<file path="src/rtl/mext_pkg.sv">
// mext_pkg: shared definitions for the RV32M multiply/divide sequencer.
//   - 5-bit alu_opE encodings of the eight M-extension ops
//   - 2-bit opcode encodings driven to the multiplier and the divider
//   - sequencer state enum and the RISC-V special-case result constants
//   - helpers to recognise an M-op and split it into unit select + opcode
package mext_pkg;

   localparam logic [4:0] ALU_MUL    = 5'b01011;
   localparam logic [4:0] ALU_MULH   = 5'b01100;
   localparam logic [4:0] ALU_MULHSU = 5'b01101;
   localparam logic [4:0] ALU_MULHU  = 5'b01110;
   localparam logic [4:0] ALU_DIV    = 5'b01111;
   localparam logic [4:0] ALU_DIVU   = 5'b10000;
   localparam logic [4:0] ALU_REM    = 5'b10001;
   localparam logic [4:0] ALU_REMU   = 5'b10010;

   localparam logic [1:0] MUL_OP_MUL    = 2'b00;
   localparam logic [1:0] MUL_OP_MULH   = 2'b01;
   localparam logic [1:0] MUL_OP_MULHSU = 2'b10;
   localparam logic [1:0] MUL_OP_MULHU  = 2'b11;

   localparam logic [1:0] DIV_OP_DIV  = 2'b00;
   localparam logic [1:0] DIV_OP_DIVU = 2'b01;
   localparam logic [1:0] DIV_OP_REM  = 2'b10;
   localparam logic [1:0] DIV_OP_REMU = 2'b11;

   localparam logic [31:0] DIV_BY_ZERO_Q = 32'hFFFF_FFFF;
   localparam logic [31:0] INT_MIN       = 32'h8000_0000;

   typedef enum logic [2:0] {
      IDLE, ISSUE, BUSY, RESP, DRAIN
   } mds_state_t;

   // Decoded M-op: which unit, and the opcode that unit expects.
   typedef struct packed {
      logic       is_div;
      logic [1:0] code;
   } mop_dec_t;

   // M-ops occupy the contiguous range MUL..REMU.
   function automatic logic is_mop(input logic [4:0] op);
      return (op >= ALU_MUL) && (op <= ALU_REMU);
   endfunction

   // Both groups are laid out in the same order as their unit opcodes,
   // so the unit opcode is the offset from the first op of the group.
   function automatic mop_dec_t decode_mop(input logic [4:0] op);
      mop_dec_t   d;
      logic [4:0] off;
      d.is_div = (op >= ALU_DIV);
      off      = d.is_div ? (op - ALU_DIV) : (op - ALU_MUL);
      d.code   = off[1:0];
      return d;
   endfunction

endpackage

</file>
<file path="src/rtl/muldiv_special_case.sv">
// muldiv_special_case: combinational detector for divide cases whose
// result is fixed by the RISC-V spec, so the divider need not be started.
//   div_opcode  in  2   divider opcode (DIV/DIVU/REM/REMU)
//   dividend    in  32  operand A
//   divisor     in  32  operand B
//   hit         out 1   a fixed result applies
//   result      out 32  the fixed result (0 when hit is low)
module muldiv_special_case
   import mext_pkg::*;
(
   input  logic [1:0]  div_opcode,
   input  logic [31:0] dividend,
   input  logic [31:0] divisor,
   output logic        hit,
   output logic [31:0] result
);

   logic is_rem;
   logic is_signed;

   assign is_rem    = (div_opcode == DIV_OP_REM) || (div_opcode == DIV_OP_REMU);
   assign is_signed = (div_opcode == DIV_OP_DIV) || (div_opcode == DIV_OP_REM);

   always_comb begin
      hit    = 1'b0;
      result = '0;
      if (divisor == '0) begin
         hit    = 1'b1;
         result = is_rem ? dividend : DIV_BY_ZERO_Q;
      end else if (is_signed && dividend == INT_MIN && divisor == 32'hFFFF_FFFF) begin
         // Signed overflow: quotient wraps to INT_MIN, remainder is zero.
         hit    = 1'b1;
         result = is_rem ? '0 : INT_MIN;
      end
   end

endmodule

</file>
<file path="src/rtl/muldiv_sequencer.sv">
// muldiv_sequencer: execute-stage controller for RV32M ops. Captures one
// M-op, pulses the start of the iterative multiplier or divider, stalls the
// pipeline while it runs and returns the result with a one-cycle flag.
//   clk, rst                 clock, synchronous active-high reset
//   startE, alu_opE          valid instruction in execute and its ALU op
//   SrcAE, SrcBE             operands
//   flushE                   kill the instruction in execute
//   stallM                   hold the pipeline upstream of execute
//   flagM, result_m          one-cycle result valid and result
//   mul_start/opcode/done/result   multiplier handshake
//   div_start/opcode/done/result   divider handshake
//   operand1, operand2       registered operands shared by both units
module muldiv_sequencer
   import mext_pkg::*;
(
   input  logic        clk,
   input  logic        rst,
   input  logic        startE,
   input  logic [4:0]  alu_opE,
   input  logic [31:0] SrcAE,
   input  logic [31:0] SrcBE,
   input  logic        flushE,
   output logic        stallM,
   output logic        flagM,
   output logic [31:0] result_m,
   output logic        mul_start,
   output logic [1:0]  mul_opcode,
   input  logic        mul_done,
   input  logic [31:0] mul_result,
   output logic        div_start,
   output logic [1:0]  div_opcode,
   input  logic        div_done,
   input  logic [31:0] div_result,
   output logic [31:0] operand1,
   output logic [31:0] operand2
);

   mds_state_t  state;
   mop_dec_t    dec;
   logic        mop;
   logic        accept;
   logic        sc_hit;
   logic [31:0] sc_result;
   logic        fast;
   logic        is_div_q;
   logic        flag_q;
   logic [31:0] result_q;
   logic        sel_done;
   logic [31:0] sel_result;

   assign mop    = is_mop(alu_opE);
   assign dec    = decode_mop(alu_opE);
   assign accept = (state == IDLE) && startE && mop && !flushE;

   muldiv_special_case u_special (
      .div_opcode (dec.code),
      .dividend   (SrcAE),
      .divisor    (SrcBE),
      .hit        (sc_hit),
      .result     (sc_result)
   );

   // The detector only knows divide semantics; ignore it for mul ops.
   assign fast = dec.is_div && sc_hit;

   // Only the unit we started is listened to; the other one's done is noise.
   assign sel_done   = is_div_q ? div_done   : mul_done;
   assign sel_result = is_div_q ? div_result : mul_result;

   always_comb begin
      stallM = 1'b0;
      case (state)
         IDLE:        stallM = accept;
         ISSUE, BUSY: stallM = 1'b1;
         DRAIN:       stallM = startE && mop;
         default:     stallM = 1'b0;
      endcase
   end

   // The flag is registered on entry to RESP; a flush landing in that same
   // cycle still has to suppress it, so the kill is applied on the way out.
   assign flagM    = flag_q && !flushE;
   assign result_m = flagM ? result_q : '0;

   always_ff @(posedge clk) begin
      if (rst) begin
         state      <= IDLE;
         mul_start  <= 1'b0;
         div_start  <= 1'b0;
         mul_opcode <= '0;
         div_opcode <= '0;
         operand1   <= '0;
         operand2   <= '0;
         is_div_q   <= 1'b0;
         flag_q     <= 1'b0;
         result_q   <= '0;
      end else begin
         mul_start <= 1'b0;
         div_start <= 1'b0;
         case (state)
            IDLE: begin
               if (accept) begin
                  operand1 <= SrcAE;
                  operand2 <= SrcBE;
                  is_div_q <= dec.is_div;
                  if (dec.is_div) div_opcode <= dec.code;
                  else            mul_opcode <= dec.code;
                  if (fast) begin
                     result_q <= sc_result;
                     flag_q   <= 1'b1;
                     state    <= RESP;
                  end else begin
                     mul_start <= !dec.is_div;
                     div_start <= dec.is_div;
                     state     <= ISSUE;
                  end
               end
            end
            // The start pulse is already on the wire; a flush here only
            // means its eventual result must be thrown away.
            ISSUE: state <= flushE ? DRAIN : BUSY;
            BUSY: begin
               if (flushE) begin
                  state <= sel_done ? IDLE : DRAIN;
               end else if (sel_done) begin
                  result_q <= sel_result;
                  flag_q   <= 1'b1;
                  state    <= RESP;
               end
            end
            RESP: begin
               flag_q   <= 1'b0;
               result_q <= '0;
               state    <= IDLE;
            end
            DRAIN: if (sel_done) state <= IDLE;
            default: state <= IDLE;
         endcase
      end
   end

endmodule

</file>
<file path="config.mk">
export PLATFORM = sky130hd
export DESIGN_NAME = muldiv_sequencer
export DESIGN_NICKNAME = d
export VERILOG_FILES = /design/src/rtl/mext_pkg.sv /design/src/rtl/muldiv_special_case.sv /design/src/rtl/muldiv_sequencer.sv
export SDC_FILE = /design/constraint.sdc
export NUM_CORES = 1
export LEC_CHECK = 0
export BUFFER_PORTS_ARGS = -buffer_cell sky130_fd_sc_hd__buf_2
export CORE_ASPECT_RATIO = 1.75
export CORE_MARGIN = 2
export CORE_UTILIZATION = 44
export CTS_CLUSTER_DIAMETER = 50
export DETAILED_ROUTE_END_ITERATION = 10
export PLACE_DENSITY = 0.84
export SYNTH_ARGS = -nofsm -noshare
export SYNTH_HDL_FRONTEND = slang
export SYNTH_HIERARCHICAL = 1
export SYNTH_SLANG_ARGS = --single-unit
</file>
<file path="constraint.sdc">
create_clock -name clk -period 2.25 [get_ports clk]
set_input_delay 0.225 -clock clk [delete_from_list [all_inputs] [get_ports clk]]
set_output_delay 0.225 -clock clk [all_outputs]
set_load 0.005 [all_outputs]
</file>
==> impl_metrics.toml <==
[floorplanning]
start_util = 0.446
rows = 55
die_h_um = 155
ios = 243
die_w_um = 90.1
coreArea_sq_um = 12800
die-area_sq_um = 13900

[finish]
layout.nets = 1089
fin_util = 0.603
final_cell_mix = "buf_2, nand2_1, dfxtp_1, a21oi_1, buf_4"
synthToLayoutAreaGrowth_pct = 35.1
multi_input_area_sq_um = 3130
fill_cells = 1162
layout_commonest_cell = "buf_2"
finalNonFillerCells = 1127
drive_above_1_share = 0.431
regArea_sq_um = 2140

[pwr]
powerDensity_nw_per_um2 = 527
ir_worst_vdd_v = 0.000354
p_leak_nw = 3.34

[synth]
synthDominantCellAreaShare = 0.375
syn_area_sq_um = 5710
synth_ff_type = "dfxtp_1"
yosysTopAreaCell = "dfxtp_1"
ys_ff_latch = 107
synth_cell_type_count = 53
synth.avg_cell_area_sq_um = 8.21
netlist_top_cells_area = "dfxtp_1, nand2_1, a21oi_1, a211oi_2, mux2_2"
syn_inst = 695
synth-edff-count = 0
synthesis.nets = 836
yosysSeqAreaShare = 0.375
yosys_warnings = 6
async_reset_ff_frac = 0

[grt]
antenna_found_initial = 3
grt_pass1_wl_um = 29300
grt_max_degree = 64
busiest_layer = "met2"
grt_overflow = 0
grt_use_met2 = 0.467
grtUsageTotal = 0.259
grt_pass1_vias = 5877
grt_use_met1 = 0.300
use_met3 = 0.0336

[clocking]
clk_pin_slew_ns = 0.07
cts_buffers = 9
cts.hold.buffers_added = 0
cts_root_buf = "clkbuf_16"
tritoncts = "yes"
clkSinkCount = 107
insertion_delay_ns = 0.34
h-tree-depth = 3
clock_path_buffers = 2

[placed_design]
place_ws_ns = -0.692
place.gp.congestion = 0.915
dp_hpwl_um = 14200
placed_cells = 1100
numPortBuffers = 242

[hold_path]
hold_path_class = "input port to flip-flop"
min_from = "SrcBE[20]"

[timing]
fin_ws_ns = -0.133
setup_violations = 33
relSlewSlack = 0.489
whs_ns = 0.135
layout_worst_path_cycle_share = 1.06
period_minus_slack_ns = 2.38
drv_slew = 0
skew_ns = 0.00477
fin_tns_setup_ns = -2.16
grt_setup_unrepaired = "true"
worst_pin_slew_ns = 0.766
fmax_mhz = 420
hold_viol = 0

[setup_path]
crit_arrival_ns = 2.65
critPathRequiredTime_ns = 2.52
r2r-start = "state[0]"
endpoint_kind = "flip-flop"
critPathKind = "input port to flip-flop"
startpoint = "SrcAE[12]"
r2r_slack_ns = 0.29
crit_path_start_kind = "input port"
worstPathMaxFanout = 2

[route]
vias = 6162
wire_per_inst_um = 16.9
final_antenna_net_count = 0
firstDrtPassIters = 5
via_per_inst = 5.47
drt_wl_total_um = 19000
dr.first_iter.drc_count = 360
route.detailed.drc = 0

[outcome]
outcome = "finished, violations left"
violations = "setup timing"

[run]
maxCapViolations = 0
## path summary, 6_finish.rpt
path	endpoint	depth (start not counted)
setup / recovery	result_q[31]	13
hold / removal	operand2[20]	3
setup reg to reg	operand1[28]	5
hold reg to reg	operand2[5]	2
## Yosys cell counts, drive strengths merged, types with 2 or more instances
library cell  number
a211oi            37
a21oi            103
a22o               2
a22oi             32
a31oi             35
and2              32
and3               2
buf               27
clkbuf            36
dfxtp            107
ha                 2
inv               38
mux2              32
nand2            133
nand2b             3
nand3              5
nand4             11
nand4b             2
nor2              11
nor2b              5
nor3b              2
nor4              16
o21ai              3
or2                3
or4                2
## per-layer routing
layer	wire length [um]	up-vias
li1	-	2968
met3	1020	53
met2	9850	267
met5	0	-
met1	7360	2874
met4	810	0
## critical path, cell delays in order
cell	delay (ns)
buf_6	0.09
or4b_4	0.56
nor4_4	0.32
nand4_1	0.17
buf_4	0.18
buf_4	0.12
buf_4	0.12
buf_4	0.12
buf_4	0.12
buf_4	0.13
o21bai_2	0.15
a22oi_1	0.12
a211oi_2	0.22
## report_power, final
group / internal, mW / switching, mW / total, mW
combinational: 0.256 / 0.311 / 0.567
sequential: 1.93 / 0.0192 / 1.94
clock: 0.781 / 0.772 / 1.55
total: 2.96 / 1.10 / 4.06
## flip-flops by register name, indices dropped and copies added (netlist names)
name,count
operand1,32
operand2,32
result_q,32
state,3
div_opcode,2
mul_opcode,2
div_start,1
flag_q,1
is_div_q,1
mul_start,1
## area by class of cell
cell class / instances / area share
Sequential cell: 107 / 0.278
Multi-Input combinational cell: 487 / 0.406
Clock buffer: 10 / 0.0297
Tap cell: 171 / 0.0277
Antenna cell: 3 / 0.000973
Inverter: 38 / 0.0185
Timing Repair Buffer: 305 / 0.232
Clock inverter: 6 / 0.00746
## metrics by stage
step | cell area [sq um] | total power [mW]
finish | 7710 | 4.06
global route | 7710 | 4.22
CTS | 7690 | 4.08
detailed placement | 7300 | 2.54
global placement | 7300 | 2.53
floorplan | 5730 | 2.23
## repair_timing
| item | in CTS | in global routing |
|---|---|---|
| setup buffers | 7 | 1 |
| setup endpoints to repair | 33 | 33 |
| gates resized for setup | 10 | 2 |
| pin swaps | 3 | 3 |
## logic make-up (layout without fill, tap and decap cells)
family | Yosys count | after routing | synth area share
mux | 33 | 33 | 0.0655
simple gates | 232 | 232 | 0.200
other cells | 0 | 3 | 0
fa+ha+maj | 2 | 2 | 0.00438
buf+inv | 101 | 359 | 0.0828
compound gates | 220 | 220 | 0.272
flops | 107 | 107 | 0.375
No activity file was read; power rests on OpenSTA's default activity.
